$ cat src/rtl/sync_fifo_pkg.sv
// -----------------------------------------------------------------------------
// sync_fifo_pkg
// Shared constants, pointer type and flag helpers for the sync_fifo block.
//   DATA_W_DEF / DEPTH_DEF : default word width and entry count
//   ptr_t                  : read/write pointer (address bits + wrap bit)
//   ptr_empty / ptr_full   : status compares on a pair of pointers
// -----------------------------------------------------------------------------
package sync_fifo_pkg;

  localparam int DATA_W_DEF = 8;
  localparam int DEPTH_DEF  = 8;
  localparam int PTR_W_DEF  = $clog2(DEPTH_DEF);

  typedef logic [PTR_W_DEF:0] ptr_t;

  // Pointers are passed zero-extended to 32 bits so the helpers work for any
  // DEPTH; ptr_w is the number of address bits, bit ptr_w is the wrap bit.
  function automatic logic ptr_empty(input logic [31:0] wptr,
                                     input logic [31:0] rptr);
    return (wptr == rptr);
  endfunction

  function automatic logic ptr_full(input logic [31:0] wptr,
                                    input logic [31:0] rptr,
                                    input int          ptr_w);
    logic [31:0] addr_mask;
    addr_mask = (32'd1 << ptr_w) - 32'd1;
    return ((wptr & addr_mask) == (rptr & addr_mask)) &&
           (wptr[ptr_w] != rptr[ptr_w]);
  endfunction

endpackage

$ cat src/rtl/sync_fifo_mem.sv
// -----------------------------------------------------------------------------
// sync_fifo_mem
// DEPTH x DATA_W register array with one write port and a registered read
// port. Array contents are never reset; only the read register is.
//   clk    : rising-edge clock
//   rst    : asynchronous active-low reset of r_data
//   w_en   : store w_data at w_addr on the edge
//   w_addr : write address
//   w_data : write data
//   r_en   : load r_data from r_addr on the edge
//   r_addr : read address
//   r_data : registered read data (holds when r_en=0)
// -----------------------------------------------------------------------------
module sync_fifo_mem #(
  parameter int DATA_W = 8,
  parameter int DEPTH  = 8,
  parameter int PTR_W  = $clog2(DEPTH)
) (
  input  logic              clk,
  input  logic              rst,
  input  logic              w_en,
  input  logic [PTR_W-1:0]  w_addr,
  input  logic [DATA_W-1:0] w_data,
  input  logic              r_en,
  input  logic [PTR_W-1:0]  r_addr,
  output logic [DATA_W-1:0] r_data
);

  logic [DATA_W-1:0] mem [DEPTH];

  always_ff @(posedge clk) begin
    if (w_en) begin
      mem[w_addr] <= w_data;
    end
  end

  // Read register: a same-edge write to r_addr is not visible here, so a word
  // can only be popped on the edge after the one that stored it.
  always_ff @(posedge clk or negedge rst) begin
    if (!rst) begin
      r_data <= '0;
    end else if (r_en) begin
      r_data <= mem[r_addr];
    end
  end

endmodule

$ cat src/rtl/sync_fifo.sv
// -----------------------------------------------------------------------------
// sync_fifo
// Single-clock FIFO with registered read data and full/empty flags.
// Optional status outputs are built when SYNC_FIFO_STATUS_EN is defined.
//   clk       : rising-edge clock
//   rst       : asynchronous active-low reset (0 resets, 1 runs)
//   w_en      : write request, accepted when not full
//   r_en      : read request, accepted when not empty
//   data_in   : write data
//   data_out  : registered read data, holds when no read is accepted
//   full      : DEPTH words stored
//   empty     : no words stored
//   overflow  : (SYNC_FIFO_STATUS_EN) sticky, write attempted while full
//   underflow : (SYNC_FIFO_STATUS_EN) sticky, read attempted while empty
//   count     : (SYNC_FIFO_STATUS_EN) words stored, 0..DEPTH
// -----------------------------------------------------------------------------
module sync_fifo
  import sync_fifo_pkg::*;
#(
  parameter int DATA_W = DATA_W_DEF,
  parameter int DEPTH  = DEPTH_DEF
) (
  input  logic              clk,
  input  logic              rst,
  input  logic              w_en,
  input  logic              r_en,
  input  logic [DATA_W-1:0] data_in,
  output logic [DATA_W-1:0] data_out,
  output logic              full,
  output logic              empty
`ifdef SYNC_FIFO_STATUS_EN
  ,
  output logic                   overflow,
  output logic                   underflow,
  output logic [$clog2(DEPTH):0] count
`endif
);

  localparam int PTR_W = $clog2(DEPTH);
  localparam logic [PTR_W:0] PTR_ONE = 1;

  logic [PTR_W:0] wptr;
  logic [PTR_W:0] rptr;
  logic           wr_acc;
  logic           rd_acc;

  // Flags come straight from the registered pointers; the wrap bit tells a
  // full buffer apart from an empty one when the address bits match.
  assign empty  = ptr_empty(32'(wptr), 32'(rptr));
  assign full   = ptr_full(32'(wptr), 32'(rptr), PTR_W);

  // Both requests are qualified by the pre-edge flags, so a write into a full
  // FIFO is dropped even when a read frees a slot on the same edge.
  assign wr_acc = w_en & ~full;
  assign rd_acc = r_en & ~empty;

  always_ff @(posedge clk or negedge rst) begin
    if (!rst) begin
      wptr <= '0;
      rptr <= '0;
    end else begin
      if (wr_acc) wptr <= wptr + PTR_ONE;
      if (rd_acc) rptr <= rptr + PTR_ONE;
    end
  end

  sync_fifo_mem #(
    .DATA_W (DATA_W),
    .DEPTH  (DEPTH),
    .PTR_W  (PTR_W)
  ) u_mem (
    .clk    (clk),
    .rst    (rst),
    .w_en   (wr_acc),
    .w_addr (wptr[PTR_W-1:0]),
    .w_data (data_in),
    .r_en   (rd_acc),
    .r_addr (rptr[PTR_W-1:0]),
    .r_data (data_out)
  );

`ifdef SYNC_FIFO_STATUS_EN
  assign count = wptr - rptr;

  always_ff @(posedge clk or negedge rst) begin
    if (!rst) begin
      overflow  <= 1'b0;
      underflow <= 1'b0;
    end else begin
      if (w_en && full)  overflow  <= 1'b1;
      if (r_en && empty) underflow <= 1'b1;
    end
  end
`endif

endmodule

$ cat config.mk
export PLATFORM = sky130hd
export DESIGN_NAME = sync_fifo
export DESIGN_NICKNAME = d
export VERILOG_FILES = /design/src/rtl/sync_fifo_pkg.sv /design/src/rtl/sync_fifo_mem.sv /design/src/rtl/sync_fifo.sv
export SDC_FILE = /design/constraint.sdc
export NUM_CORES = 1
export LEC_CHECK = 0
export ABC_AREA = 1
export CAP_MARGIN = 25
export CORE_UTILIZATION = 50
export DETAILED_ROUTE_END_ITERATION = 8
export PLACE_DENSITY_LB_ADDON = 0.15
export SETUP_SLACK_MARGIN = 0.3
export SYNTH_ARGS = -nofsm -noshare
export SYNTH_HDL_FRONTEND = slang
export SYNTH_SLANG_ARGS = --single-unit
$ cat constraint.sdc
create_clock -name clk -period 3.1 [get_ports clk]
set_input_delay 0.775 -clock clk [delete_from_list [all_inputs] [get_ports clk]]
set_output_delay 0.775 -clock clk [all_outputs]
set_load 0.01 [all_outputs]
==> impl_metrics.csv <==
group,metric,value,unit
setup_path,setup.reg_to_reg.worst_slack,1.20,ns
flow_run,max-cap-violations,0,
worst_hold_path,holdPathEnd,"u_mem.r_data[2]",
floorplan,pin_count,22,
detailed_routing,postRouteWirelength,7416,microns
clock_tree,postCtsHoldBufs,0,
floorplan,dieArea,0.007909,sq mm
sta,tightest_slew,0.7349,ns
setup_path,crit_fanout,10,
clock_tree,cts.htree.levels,3,
synth,synth_top_flop_cell,"sky130_fd_sc_hd__edfxtp_1",
synth,synth_nets,418,
place,dp_hpwl,4787,microns
sta,timing.final.hold_violations,0,
synth,mean_syn_cell_area,9.353,sq um
clock_tree,clkSlewWorstSetupHoldPaths,0.08,ns
floorplan,initial_core_util,51.82,%
worst_hold_path,worstHoldPathType,"flip-flop to flip-flop",
floorplan,fp.dieW,88.93,microns
clock_tree,clk_root_buffer_cell,"sky130_fd_sc_hd__clkbuf_8",
power_and_ir_drop,worst_ir_drop_vdd,455.9,uV
detailed_routing,detail_route.iter0.violations,176,
synth,ys_types,21,
setup_path,worst-endpoint-arrival,1.90,ns
sta,relSlewSlack,50.85,%
clock_tree,largest_buffer_count_on_any_clock_path,2,
floorplan,fp.coreArea,0.007292,sq mm
final_layout,nNetsFinal,448,
detailed_routing,detailedRoute.firstPassIterationCount,4,
synth,synth-warning-count,0,
grt,grt_max_degree,34,
clock_tree,cts_buffers,9,
setup_path,regToRegEndpoint,"u_mem.mem[5][2]",
sta,post-route-min-period,2.673,ns
synth,synth_async_sr_flop_share,20.00,%
clock_tree,tritoncts,"yes",
detailed_routing,detail_route.vias_per_cell,4.682,
power_and_ir_drop,static-leakage-power,2.047,nW
clock_tree,cts_num_sinks,80,
setup_path,critical_path.endpoint_type,"primary output",
final_layout,diodes,0,
place,io_buffer_count,21,
synth,synthesis.instances,404,
synth,fraction_of_the_yosys_area_taken_by_sequential_cells,61.46,%
setup_path,regToRegStartpoint,"rptr[0]",
grt,track_usage,21.61,%
sta,final.setup_skew,0.009219,ns
floorplan,die_h,88.93,microns
synth,post-synth-top-area-fraction,50.86,%
outcome,run_status,"complete, no violations",
final_layout,fillers,699,
synth,synth-edff-count,64,
grt,grt_remaining_overflow,0,
worst_hold_path,timing.hold.worst.start,"u_mem.r_data[2]",
synth,synth.ff_latch_count,80,
sta,period_share,86.22,%
floorplan,row_count,31,
setup_path,timing.critical_path.from_type,"flip-flop",
final_layout,multi_input_logic_area,0.001069,sq mm
sta,tns,0,ns
place,place_area,0.004081,sq mm
synth,largest_cells_by_area_after_synthesis,"sky130_fd_sc_hd__edfxtp_1 (51%), sky130_fd_sc_hd__nand2_1 (15%), sky130_fd_sc_hd__dfrtp_1 (11%), sky130_fd_sc_hd__inv_1 (7.0%), sky130_fd_sc_hd__nand3_1 (5.8%)",
detailed_routing,wl_per_cell,13.78,microns
final_layout,drive_above_1_share,12.98,%
sta,grt_setup_unrepaired,"no",
grt,first_global_vias,2406,
sta,clock.fmax,374.1,MHz
place,place_congestion,0.8006,
final_layout,stdcell_area,0.004274,sq mm
grt,global_route_wire_length_before_repair,11960,microns
setup_path,worstPathRequired,2.32,ns
grt,initial_antenna_violation_count,0,
detailed_routing,drc,0,
sta,final-max-slew-violation-count,0,
final_layout,syn2layout_area_growth,13.11,%
sta,setup_viol_count_final,0,
detailed_routing,vias,2519,
setup_path,critPathKind,"flip-flop to primary output",
synth,synth_area,0.003779,sq mm
power_and_ir_drop,p_per_area,876.5,mW/mm^2
clock_tree,clk_latency,0.36,ns
setup_path,worstRegToRegCells,7,
detailed_routing,drtAntennaViolNets,0,
final_layout,seq_area,0.002326,sq mm
worst_hold_path,worstHoldPathCells,2,
synth,synth_top_area_cell,"sky130_fd_sc_hd__edfxtp_1",
==> worst max-delay path by stage <==
stage	startpoint	endpoint	slack (ns)	cells past startpoint
floorplan	rptr[1]	full	1.31	4
global placement	rptr[2]	full	0.64	6
detailed placement	rptr[2]	full	0.61	6
CTS	wptr[2]	full	0.38	6
global route	rptr[2]	full	0.32	6
finish	wptr[1]	full	0.43	4
==> layout make-up <==
| class | instances | share of cell area, % |
|---|---|---|
| flip-flops and latches | 80 | 54.42 |
| well taps | 99 | 2.898 |
| repair buffers | 33 | 7.084 |
| multi-input cells | 233 | 25.00 |
| clock inverters | 7 | 0.9075 |
| clock buffers | 9 | 2.898 |
| inverters | 77 | 6.792 |
==> logic make-up after synthesis <==
group	Yosys count	synth area share (%)
adder cells (fa/ha/maj)	2	0.6621
buffers and inverters	91	10.50
AND/OR/NAND/NOR	226	26.03
flip-flops	80	61.46
XOR/XNOR	5	1.358
==> metal layers <==
layer	vias up	track usage (%)	wire, microns
met4	0	10.10	171
met2	52	33.36	3364
met1	1152	28.42	3510
li1	1300	-	-
met3	15	6.279	370
met5	-	0	0
==> repair_timing <==
item,CTS,global route
setup buffers,2,0
gates resized for setup,2,3
endpoints found under the setup margin,2,2
==> cell usage after synthesis (3+ instances only) <==
cell / count
sky130_fd_sc_hd__buf_2: 9
sky130_fd_sc_hd__buf_6: 3
sky130_fd_sc_hd__dfrtp_1: 16
sky130_fd_sc_hd__edfxtp_1: 64
sky130_fd_sc_hd__inv_1: 70
sky130_fd_sc_hd__inv_2: 6
sky130_fd_sc_hd__nand2_1: 153
sky130_fd_sc_hd__nand2_2: 14
sky130_fd_sc_hd__nand3_1: 44
sky130_fd_sc_hd__nor2_1: 8
sky130_fd_sc_hd__xor2_1: 4
==> critical path: stages, from the launching register on <==
cell and delay (ns):
sky130_fd_sc_hd__dfrtp_1 0.52, sky130_fd_sc_hd__xnor2_2 0.25, sky130_fd_sc_hd__nand4_4 0.16, sky130_fd_sc_hd__inv_1 0.09, sky130_fd_sc_hd__clkdlybuf4s50_1 0.52
==> flip-flops by register name, summed over array words and instances, names as in the netlist <==
signal,count
u_mem.mem,64
u_mem.r_data,8
rptr,4
wptr,4
==> through the flow <==
step / setup WS, ns / total power, mW / hold slack, ns / utilization, % / std cells
3_3_place_gp: 0.6424 / 3.058 / 0.4624 / 55.97 / 520
2_1_floorplan: 1.309 / 2.652 / 0.4794 / - / 404
4_1_cts: 0.3780 / 3.757 / 0.4945 / 58.44 / 538
6_report: 0.4272 / 3.746 / 0.4850 / 58.61 / 538
3_5_place_dp: 0.6104 / 3.080 / 0.4735 / 55.97 / 520
5_1_grt: 0.3239 / 4.052 / 0.5191 / 58.61 / 538
==> placed cells by master, fill, tap and decap left out, types with 2 or more instances in the layout <==
master / count
sky130_fd_sc_hd__edfxtp_1: 64
sky130_fd_sc_hd__inv_2: 6
sky130_fd_sc_hd__buf_4: 12
sky130_fd_sc_hd__nand3_1: 44
sky130_fd_sc_hd__nand2_2: 14
sky130_fd_sc_hd__xor2_1: 4
sky130_fd_sc_hd__dfrtp_2: 3
sky130_fd_sc_hd__inv_1: 70
sky130_fd_sc_hd__dfrtp_1: 13
sky130_fd_sc_hd__nor2_1: 8
sky130_fd_sc_hd__clkbuf_8: 9
sky130_fd_sc_hd__nor2_4: 2
sky130_fd_sc_hd__clkinv_2: 4
sky130_fd_sc_hd__nand2_4: 2
sky130_fd_sc_hd__clkinv_1: 2
sky130_fd_sc_hd__ha_1: 2
sky130_fd_sc_hd__nand2_1: 153
sky130_fd_sc_hd__clkdlybuf4s50_1: 20
==> power breakdown <==
group | switching, mW | total, mW | leakage [nW] | internal, mW
logic | 0.971 | 1.54 | 1.19 | 0.566
registers | 0.160 | 1.55 | 0.776 | 1.39
clock network | 0.377 | 0.659 | 0.0838 | 0.282
Power figures use the tool's default switching activity.
